File: src/rtl/serial_frame_tx.sv
// Serial frame transmitter: start bit (0), DATA_W data bits MSB-first, stop bit (1),
// each bit held for BIT_CYCLES clocks. Feeds the single-bit x input of the detector FSMs.
module serial_frame_tx #(
    parameter int DATA_W     = 8,
    parameter int BIT_CYCLES = 4
) (
    input  logic              clk,
    input  logic              reset,
    input  logic              load_valid,
    input  logic [DATA_W-1:0] load_data,
    output logic              load_ready,
    output logic              x,
    output logic              frame,
    output logic              done,
    output logic [2:0]        currentState,
    output logic [2:0]        nextState
);

    localparam int CYC_W = (BIT_CYCLES > 1) ? $clog2(BIT_CYCLES) : 1;
    localparam int BIT_W = (DATA_W > 1) ? $clog2(DATA_W) : 1;

    typedef enum logic [2:0] {
        IDLE  = 3'b000,
        START = 3'b001,
        DATA  = 3'b010,
        STOP  = 3'b011,
        DONE  = 3'b100
    } state_t;

    // Plain vector so illegal codes 101..111 stay representable and recoverable.
    logic [2:0]        state_q, state_d;
    logic [CYC_W-1:0]  cyc_q, cyc_d;
    logic [BIT_W-1:0]  bit_q, bit_d;
    logic [DATA_W-1:0] shift_q, shift_d;
    logic              x_q, x_d;
    logic              frame_q, frame_d;
    logic              done_q, done_d;
    logic              last_cyc;

    assign last_cyc = (cyc_q == CYC_W'(BIT_CYCLES - 1));

    // NOTE: every variable gets a default at the top of always_comb so no path infers a latch.
    always_comb begin
        state_d = state_q;
        cyc_d   = cyc_q;
        bit_d   = bit_q;
        shift_d = shift_q;
        case (state_q)
            IDLE: begin
                if (load_valid) begin
                    state_d = START;
                    shift_d = load_data;
                    cyc_d   = '0;
                    bit_d   = '0;
                end
            end
            START: begin
                if (last_cyc) begin
                    state_d = DATA;
                    cyc_d   = '0;
                end else begin
                    cyc_d = cyc_q + 1'b1;
                end
            end
            DATA: begin
                if (last_cyc) begin
                    cyc_d   = '0;
                    shift_d = shift_q << 1;
                    if (bit_q == BIT_W'(DATA_W - 1)) begin
                        state_d = STOP;
                        bit_d   = '0;
                    end else begin
                        bit_d = bit_q + 1'b1;
                    end
                end else begin
                    cyc_d = cyc_q + 1'b1;
                end
            end
            STOP: begin
                if (last_cyc) begin
                    state_d = DONE;
                    cyc_d   = '0;
                end else begin
                    cyc_d = cyc_q + 1'b1;
                end
            end
            DONE: begin
                state_d = IDLE;
            end
            default: begin
                state_d = IDLE;
                cyc_d   = '0;
                bit_d   = '0;
            end
        endcase

        // Outputs are derived from the next state so the registered copies line up with currentState.
        x_d = 1'b1;
        if (state_d == START) begin
            x_d = 1'b0;
        end else if (state_d == DATA) begin
            x_d = shift_d[DATA_W-1];
        end
        frame_d = (state_d == START) || (state_d == DATA) || (state_d == STOP);
        done_d  = (state_d == DONE);
    end

    // NOTE: sequential state uses non-blocking assignments so all flops update from pre-edge values.
    always_ff @(posedge clk or negedge reset) begin
        if (!reset) begin
            state_q <= IDLE;
            cyc_q   <= '0;
            bit_q   <= '0;
            shift_q <= '0;
            x_q     <= 1'b1;
            frame_q <= 1'b0;
            done_q  <= 1'b0;
        end else begin
            state_q <= state_d;
            cyc_q   <= cyc_d;
            bit_q   <= bit_d;
            shift_q <= shift_d;
            x_q     <= x_d;
            frame_q <= frame_d;
            done_q  <= done_d;
        end
    end

    assign load_ready   = (state_q == IDLE);
    assign x            = x_q;
    assign frame        = frame_q;
    assign done         = done_q;
    assign currentState = state_q;
    assign nextState    = state_d;

endmodule
File: config.mk
export PLATFORM = sky130hd
export DESIGN_NAME = serial_frame_tx
export DESIGN_NICKNAME = d
export VERILOG_FILES = /design/src/rtl/serial_frame_tx.sv
export SDC_FILE = /design/constraint.sdc
export NUM_CORES = 1
export LEC_CHECK = 0
export CORE_ASPECT_RATIO = 0.5
export CORE_MARGIN = 1.5
export CORE_UTILIZATION = 25
export CTS_CLUSTER_DIAMETER = 50
export DETAILED_ROUTE_END_ITERATION = 10
export GPL_TIMING_DRIVEN = 0
export PLACE_DENSITY = 0.45
export SLEW_MARGIN = 30
export SYNTH_ARGS = -nofsm -noshare
export SYNTH_HDL_FRONTEND = slang
export SYNTH_SLANG_ARGS = --single-unit
export TNS_END_PERCENT = 10
File: constraint.sdc
create_clock -name clk -period 2.5 [get_ports clk]
set_input_delay 0.75 -clock clk [delete_from_list [all_inputs] [get_ports clk]]
set_output_delay 0.75 -clock clk [all_outputs]
set_load 0.02 [all_outputs]
After elaboration in Yosys (flattened, before gate mapping)

Cells that the tools add are included.

$mul: 0
Reduce and logical (&&, ||, !) cells: 9
$add $sub $neg: 2
Mux-type cells: 18
Shift-type cells: 0
$lt $le $gt $ge: 0
Div/mod/pow operators: 0
Equal/unequal tests: 12
Bitwise operators: 2

Operators by type and width:

| cell                | number |
|---|---|
| $mux 3              | 8 |
| $mux 8              | 2 |
| $pmux 8 s2          | 1 |
| $eq 3x2->1 const B  | 4 |
| $pmux 3 s4          | 1 |
| $eq 3x3->1 const B  | 3 |
| $pmux 3 s3          | 1 |
| $eq 3x1->1 const B  | 2 |
| $pmux 2 s3          | 1 |
| $reduce_and 3->1    | 2 |
| $reduce_or 3->1     | 2 |
| $mux 2              | 2 |
| $ne 2x2->1 const B  | 2 |
| $add 3x1->3 const B | 1 |
| $logic_not 3->1     | 1 |
| $add 2x1->2 const B | 1 |
| $eq 2x2->1 const B  | 1 |
| $logic_or 1x1->1    | 2 |
| $mux 1              | 2 |
| $not 1->1           | 2 |
| $reduce_and 2->1    | 1 |
| $reduce_bool 2->1   | 1 |

Word-level logic and storage cells: 51
Latch bits: 0
Output and inout bits: 10
RAM bits: 0
Memories: 0
ROM bits: 0
Bits in registers: 19

Longest topological paths before layout

Gate-level depths: netlist of the first run.

Depth after elaboration: 7
Gate-level depth with buffers: 5
Mapped depth without buffers: 5

Worst setup path after synthesis of the first run

No wires, ideal clock.

Kind: input-to-output
Start: input port load_valid
End: output port nextState[0]
Path slack: 343 ps
Arrival: 1,407 ps
Required time: 1,750 ps
Stages: 4
Path buffers: 0
Cell sequence: and2b_2 -> a211o_1 -> nand3_1 -> inv_1

Cells in the longest elaborated chain, start to end: 2

RTL lines:

| element         | line | text |
|---|---|---|
| start, declared | 9    | `input logic load_valid,` |
| $mux 3          | 50   | `if (load_valid) begin` |
| $pmux 3 s4      | 48   | `case (state_q)` |
| end, declared   | 16   | `output logic [2:0] nextState` |

Every way passes these cells.

Worst setup path in the final report of the first run

Start: register cyc_q[0]
End: output port nextState[0]

Cells in the longest elaborated chain, start to end: 3
Elaborated cells between the ends (all ways): 5
Those cells by class: eq/ne: 1; mux: 4

RTL lines:

| element                   | line       | text |
|---|---|---|
| start, declared           | 32         | `logic [CYC_W-1:0] cyc_q, cyc_d;` |
| start signal, assigned    | 120        | `cyc_q <= cyc_d;` |
| $eq 2x2->1 *              | 40         | `assign last_cyc = (cyc_q == CYC_W'(BIT_CYCLES - 1));` |
| $mux 3 (on tied branches) | 80, 58, 66 |  |
| $pmux 3 s4 *              | 48         |  |

Mark *: on every way between the ends. The rest lies on a longest branch, timed or not.

==> results of run 1 <==
==> registers in the layout, summed over array words and instances, names as in the netlist <==
| signal | flops |
|---|---|
| cyc_q | 2 |
| bit_q | 3 |
| shift_q | 8 |
| x | 1 |
| frame | 1 |
| done | 1 |
| currentState | 3 |
==> kinds of logic (layout without fill, tap and decap cells) <==
| logic type | after synthesis | count (layout) | share of synthesized area |
|---|---|---|---|
| flops | 19 | 19 | 0.5142 |
| buf+inv | 14 | 39 | 0.06748 |
| mux | 3 | 3 | 0.03374 |
| compound gates | 19 | 19 | 0.1876 |
| fa+ha+maj | 3 | 3 | 0.04049 |
| xor+xnor | 1 | 1 | 0.009448 |
| simple gates | 21 | 21 | 0.1471 |
==> repair_timing <==
item	CTS	global route
buffers inserted	0	1
resized for setup	12	4
pin swaps	0	1
cloned	0	0
endpoints found under the setup margin	4	2
==> worst max-delay path: cells and delay by family (launching register included) <==
family	cells	cell delay [ns]
and+or+nand+nor	2	0.29
AOI/OAI and AO/OA	1	0.30
buffers and inverters	2	0.21
adders and majority gates	1	0.23
DFF	1	0.40
==> placed cells by master (no fill, tap or decap), drive strengths merged, types with 2 or more instances in the layout <==
cell type	synthesis	layout
o21bai	2	2
a222oi	6	6
o21ai	2	2
inv	11	11
nand2	5	5
clkdlybuf4s50	0	14
mux2i	2	2
dfrtp	18	18
a22o	4	4
buf	3	6
clkbuf	0	4
nor3	3	3
dlygate4sd2	0	2
ha	3	3
nor3b	2	2
nor2	5	5
==> final cells by class <==
type / instances / area [µm²] / share of cell area
Tap cell: 51 / 63.81 / 0.05146
Timing Repair Buffer: 21 / 192.7 / 0.1554
Multi-Input combinational cell: 47 / 395.4 / 0.3189
Clock inverter: 1 / 5.005 / 0.004036
Buffer: 3 / 23.77 / 0.01917
Clock buffer: 3 / 41.29 / 0.03330
Sequential cell: 19 / 476.7 / 0.3845
Inverter: 11 / 41.29 / 0.03330
==> final timing paths <==
check | start | endpoint | slack [ns] | cells after the start
worst min register to register | shift_q[7]$_DFF_PN0_ | shift_q[7]$_DFF_PN0_ | 0.48 | 1
max in group asynchronous | reset | x$_DFF_PN1_ | 1.74 | 1
worst max-delay path | cyc_q[0]$_DFFE_PN0P_ | nextState[0] | 0.06 | 6
worst max register to register | currentState[0]$_DFF_PN0_ | bit_q[0]$_DFFE_PN0P_ | 0.79 | 5
worst min-delay path | reset | done$_DFF_PN0_ | 0.43 | 1
min in group clk | shift_q[7]$_DFF_PN0_ | shift_q[7]$_DFF_PN0_ | 0.48 | 1
==> through the flow <==
step / util / power, mW / setup WS, ns / std cells / TNS, ns
after global routing: 0.3552 / 1.593 / 0.001468 / 156 / 0
final: 0.3552 / 1.475 / 0.06047 / 156 / 0
after floorplan: - / 1.019 / 0.3432 / 80 / 0
after global placement: 0.3412 / 1.274 / -0.7453 / 151 / -0.7615
after detailed placement: 0.3412 / 1.271 / -0.7343 / 151 / -0.7427
after CTS: 0.3545 / 1.473 / -0.01528 / 155 / -0.01528
==> report_power, final <==
part / internal (mW) / total, mW / switching (mW)
clock: 0.111 / 0.212 / 0.102
sequential: 0.441 / 0.519 / 0.0781
combinational: 0.368 / 0.743 / 0.375
total: 0.920 / 1.47 / 0.555
==> routing by layer <==
metal  part of all wire  vias up
met4              0.010        0
met3              0.050        2
met2               0.44       12
met5                  0        -
li1                   -      344
met1               0.50      329
==> flow_summary.toml, run 1 <==
[pwr]
vdd_drop_max_mv = 0.2816
p_leak_nw = 0.5820
power-per-cell-area_mw_per_mm2 = 1189

[synth]
yosysSeqAreaShare = 0.5142
syn_inst = 80
synth-edff-count = 0
avgSynthCellArea_um2 = 11.59
yosysMostFrequentCell = "dfrtp_1"
synth.top_cell.area_share = 0.4858
ys_ff_latch = 19
ys.flop_type = "dfrtp_1"
mappedNetlistArea_um2 = 927.1
ys_top_cells_by_area = "dfrtp_1 (49%), a222oi_1 (6.5%), inv_1 (4.5%)"
async_flop_share = 1.000
synth_top_cell_by_area = "dfrtp_1"
yosys-top-cells-count = "dfrtp_1 (18), inv_1 (11), a222oi_1 (6), nand2_1 (5), nor2_1 (5)"
syn_nets = 94
synthDistinctLibCells = 30
yosysWarnings = 0

[finish]
area_delta_synth_final_pct = 33.74
fillers = 353
nets = 120
drive_gt1_frac = 0.1905
n_antenna_cell = 0
fin_area_mm2 = 0.001240

[clock_tree]
cts_tree = "done"
insertion_delay_ns = 0.25
htreeDepth = 1
cts.sinks = 19
cts_made_buffers = 3
clk_pin_slew_ns = 0.07
hold_buffers = 0
cts_buffer_depth = 2
cts_root_buf = "clkbuf_8"

[run_status]
status = "complete, no violations"

[critical_path]
worstSetupPathType = "reg2out"
critPathArrivalTime_ns = 1.69
crit_chain = "ha_2 > and2_2 > a211o_1 > nand3_2 > inv_1 > buf_4"
crit_path_top_delay_cell = "dfrtp_1"
cp_max_fo = 6
critPathMaxStageDelay_ns = 0.40
cp-start-kind = "flip-flop"
required_ns = 1.75
worst_setup_path_end_kind = "output pin"

[routing]
vias = 687
final_antenna_net_count = 0
vias_per_cell = 4.404
initialDrtViolationCount = 61
drt_wl_total_um = 1816
drt_drc_violations_left = 0
wl_per_cell_um = 11.64
drt_first_pass_iters = 4

[sta]
maxSlewHeadroom = 0.5102
setup_viol_count_final = 0
worstMarginPinSlew_ns = 0.7328
finalCriticalPeriod_ns = 2.440
final-hold-violation-count = 0
holdWs_ns = 0.4269
fmax_ghz = 0.4099
rsz0062_at_grt = "false"
layout_worst_path_cycle_share = 0.9758
final_max_slew_viol_count = 0
clock_skew_ns = 0.001695

[placed_design]
post_dp_cell_area_mm2 = 0.001191
dpl.hpwl_um = 1320
io_buffer_count = 20
place.gp.congestion = 0.7243

[global_route]
grt_max_degree = 20
met1_usage = 0.1304
met3_usage = 0.03226
gr-usage-met2 = 0.1549
grt_util_all_layers = 0.09921
antenna_found_initial = 0
gr-total-overflow = 0
grt_pass1_wl_um = 2939
busiest_layer = "met2"
grt_pass1_vias = 640

[floorplanning]
ios = 21
fp-row-count = 15
placeableCoreArea_mm2 = 0.003491
die_w_um = 89.12
dieArea_mm2 = 0.004105
start_util = 0.2656
die_h_um = 46.06

[run]
timing.max_cap.violations = 0

[hold_path]
hp-class = "in2async"
Power figures use the tool's default switching activity.
==> run 2: changes to the inputs <==
--- a/config.mk
+++ b/config.mk
@@ -5,12 +5,12 @@
 export SDC_FILE = /design/constraint.sdc
 export NUM_CORES = 1
 export LEC_CHECK = 0
+export CAP_MARGIN = 0
 export CORE_ASPECT_RATIO = 0.5
 export CORE_MARGIN = 1.5
 export CORE_UTILIZATION = 25
 export CTS_CLUSTER_DIAMETER = 50
 export DETAILED_ROUTE_END_ITERATION = 10
-export GPL_TIMING_DRIVEN = 0
 export PLACE_DENSITY = 0.45
 export SLEW_MARGIN = 30
 export SYNTH_ARGS = -nofsm -noshare
==> run 2 against run 1 <==
Compared with the run above:
- global-route usage is 1.1 points higher
- clock skew barely moved
- non-clock buffer count is 12 higher
- count of clock-buffer cells in the layout is the same
- setup slack better by 0.014 ns
- die area stayed put
- critical path depth unchanged
- utilization is 2.8 points higher
- worst hold slack improved by 0.052 ns
- clock power up 3%
- critical endpoint unchanged
==> flow_summary.toml, run 2 (same netlist as run 1, synthesis figures left out) <==
[pwr]
clockPowerShare = 0.139
comb_power_share = 0.528
p_total_mw = 1.567
switching_power_mw = 0.5861
p_leak_nw = 0.6466
switching_share = 0.3741
p_int_mw = 0.9805
vdd_drop_max_mv = 0.2891
power-per-cell-area_mw_per_mm2 = 1171
p_seq_frac = 0.333

[placed_design]
place.gp.congestion = 0.7890
io_buffer_count = 20
dpl.hpwl_um = 1445

[critical_path]
worstSetupPathType = "in2out"
crit_chain = "dlymetal6s2s_1 > and2b_2 > a211o_1 > nand3_2 > inv_1 > buf_4"
crit_path_top_delay_cell = "a211o_1"
reg2reg_depth = 6
cp_max_fo = 2
worst_setup_path_end_kind = "output pin"
critPathArrivalTime_ns = 1.68
cp-start-kind = "input pin"
reg2reg_slack_ns = 0.78
r2r_end = "x$_DFF_PN1_"
required_ns = 1.75
critPathMaxStageDelay_ns = 0.30
r2r_start = "cyc_q[0]$_DFFE_PN0P_"

[clock_tree]
cts.sinks = 19
insertion_delay_ns = 0.26
cts_buffer_depth = 2
hold_buffers = 0
cts_root_buf = "clkbuf_8"
clk_pin_slew_ns = 0.07
htreeDepth = 1
cts_tree = "done"
cts_made_buffers = 3

[floorplanning]
die_w_um = 89.12
fp-row-count = 15
dieArea_mm2 = 0.004105
start_util = 0.2656
die_h_um = 46.06
ios = 21
placeableCoreArea_mm2 = 0.003491

[global_route]
grt_pass1_wl_um = 3243
grt_util_all_layers = 0.1105
gr-total-overflow = 0
grt_pass1_vias = 696
antenna_found_initial = 0
grt_max_degree = 20

[sta]
worstMarginPinSlew_ns = 0.4352
maxSlewHeadroom = 0.7094
fmax_ghz = 0.4123
clock_skew_ns = 0.001264
setup_viol_count_final = 0
final_max_slew_viol_count = 0
holdWs_ns = 0.4785
finalCriticalPeriod_ns = 2.426
rsz0062_at_grt = "false"
final-hold-violation-count = 0
layout_worst_path_cycle_share = 0.9703

[routing]
wl_per_cell_um = 12.06
drt_first_pass_iters = 4
drt_wl_total_um = 2026
vias = 735
vias_per_cell = 4.375
initialDrtViolationCount = 48
drt_drc_violations_left = 0
final_antenna_net_count = 0

[finish]
area_delta_synth_final_pct = 44.26
final_cell_mix = "dfrtp_1 (18), buf_4 (17), clkdlybuf4s50_1 (16)"
top_register = "shift_q"
postLayoutCoreUtil = 0.3832
nets = 132
drive_gt1_frac = 0.2650
n_antenna_cell = 0
final_common_cell = "dfrtp_1"
largest_reg_flops = 8

[hold_path]
hold_end = "shift_q[7]$_DFF_PN0_"
hp-class = "reg2reg"
hold_start = "shift_q[7]$_DFF_PN0_"
hold_depth = 1

[run]
timing.max_cap.violations = 0

[run_status]
status = "complete, no violations"
run 2: cell count changes in the layout (fill, tap and decap cells not counted), sizes merged:
cell	change
buf	+11
clkdlybuf4s15	-1
clkdlybuf4s50	+2
dlygate4sd1	+1
dlygate4sd2	-2
dlymetal6s2s	+1
run 2: power by group through the flow:
stage | sequential (mW) | combinational (mW) | clock [mW]
finish | 0.521 | 0.827 | 0.218
global placement | 0.529 | 0.823 | 0
global route | 0.538 | 0.899 | 0.246
floorplan | 0.558 | 0.461 | 0
CTS | 0.521 | 0.796 | 0.231
detailed placement | 0.526 | 0.818 | 0
run 2: repair_timing:
item | in CTS | in global routing
gates resized for setup | 6 | 8
endpoints found under the setup margin | 3 | 3
pin swaps | 0 | 1
buffers inserted | 0 | 2
cloned | 0 | 0
run 2: stage by stage:
step	instance area [µm²]	std cells	setup TNS (ns)	setup WS, ns
2_1_floorplan	927.1	80	0	0.3432
3_3_place_gp	1275	162	-0.5581	-0.5581
3_5_place_dp	1275	162	-0.5816	-0.5816
4_1_cts	1314	166	-0.2049	-0.2049
5_1_grt	1338	168	0	0.002853
6_report	1338	168	0	0.07435
run 2: cell type report:
type	instances	area [µm²]
tap	51	63.81
inverter	11	41.29
timing repair buffer	36	314.1
multi-input combinational	47	395.4
clock inverter	1	5.005
fill	370	2153
clock buffer	3	41.29
sequential	19	476.7
run 2: critical path, delay by kind of cell:
kind / cells / cell delay, ns
AOI/OAI and AO/OA: 1 / 0.30
buffers and inverters: 3 / 0.33
and+or+nand+nor: 2 / 0.30
run 2: worst max-delay path by stage:
stage                         startpoint           end
floorplan                     load_valid  nextState[0]
global placement              load_valid  nextState[0]
detailed placement            load_valid  nextState[0]
CTS                           load_valid  nextState[0]
global route        cyc_q[0]$_DFFE_PN0P_  nextState[0]
finish                        load_valid  nextState[0]
run 2: per-layer routing:
metal,wire length [µm],global-route usage,vias up
li1,-,-,365
met1,966,0.1353,349
met2,914,0.1774,16
met3,104,0.03763,5
met4,40,0.05538,0
met5,0,0,-
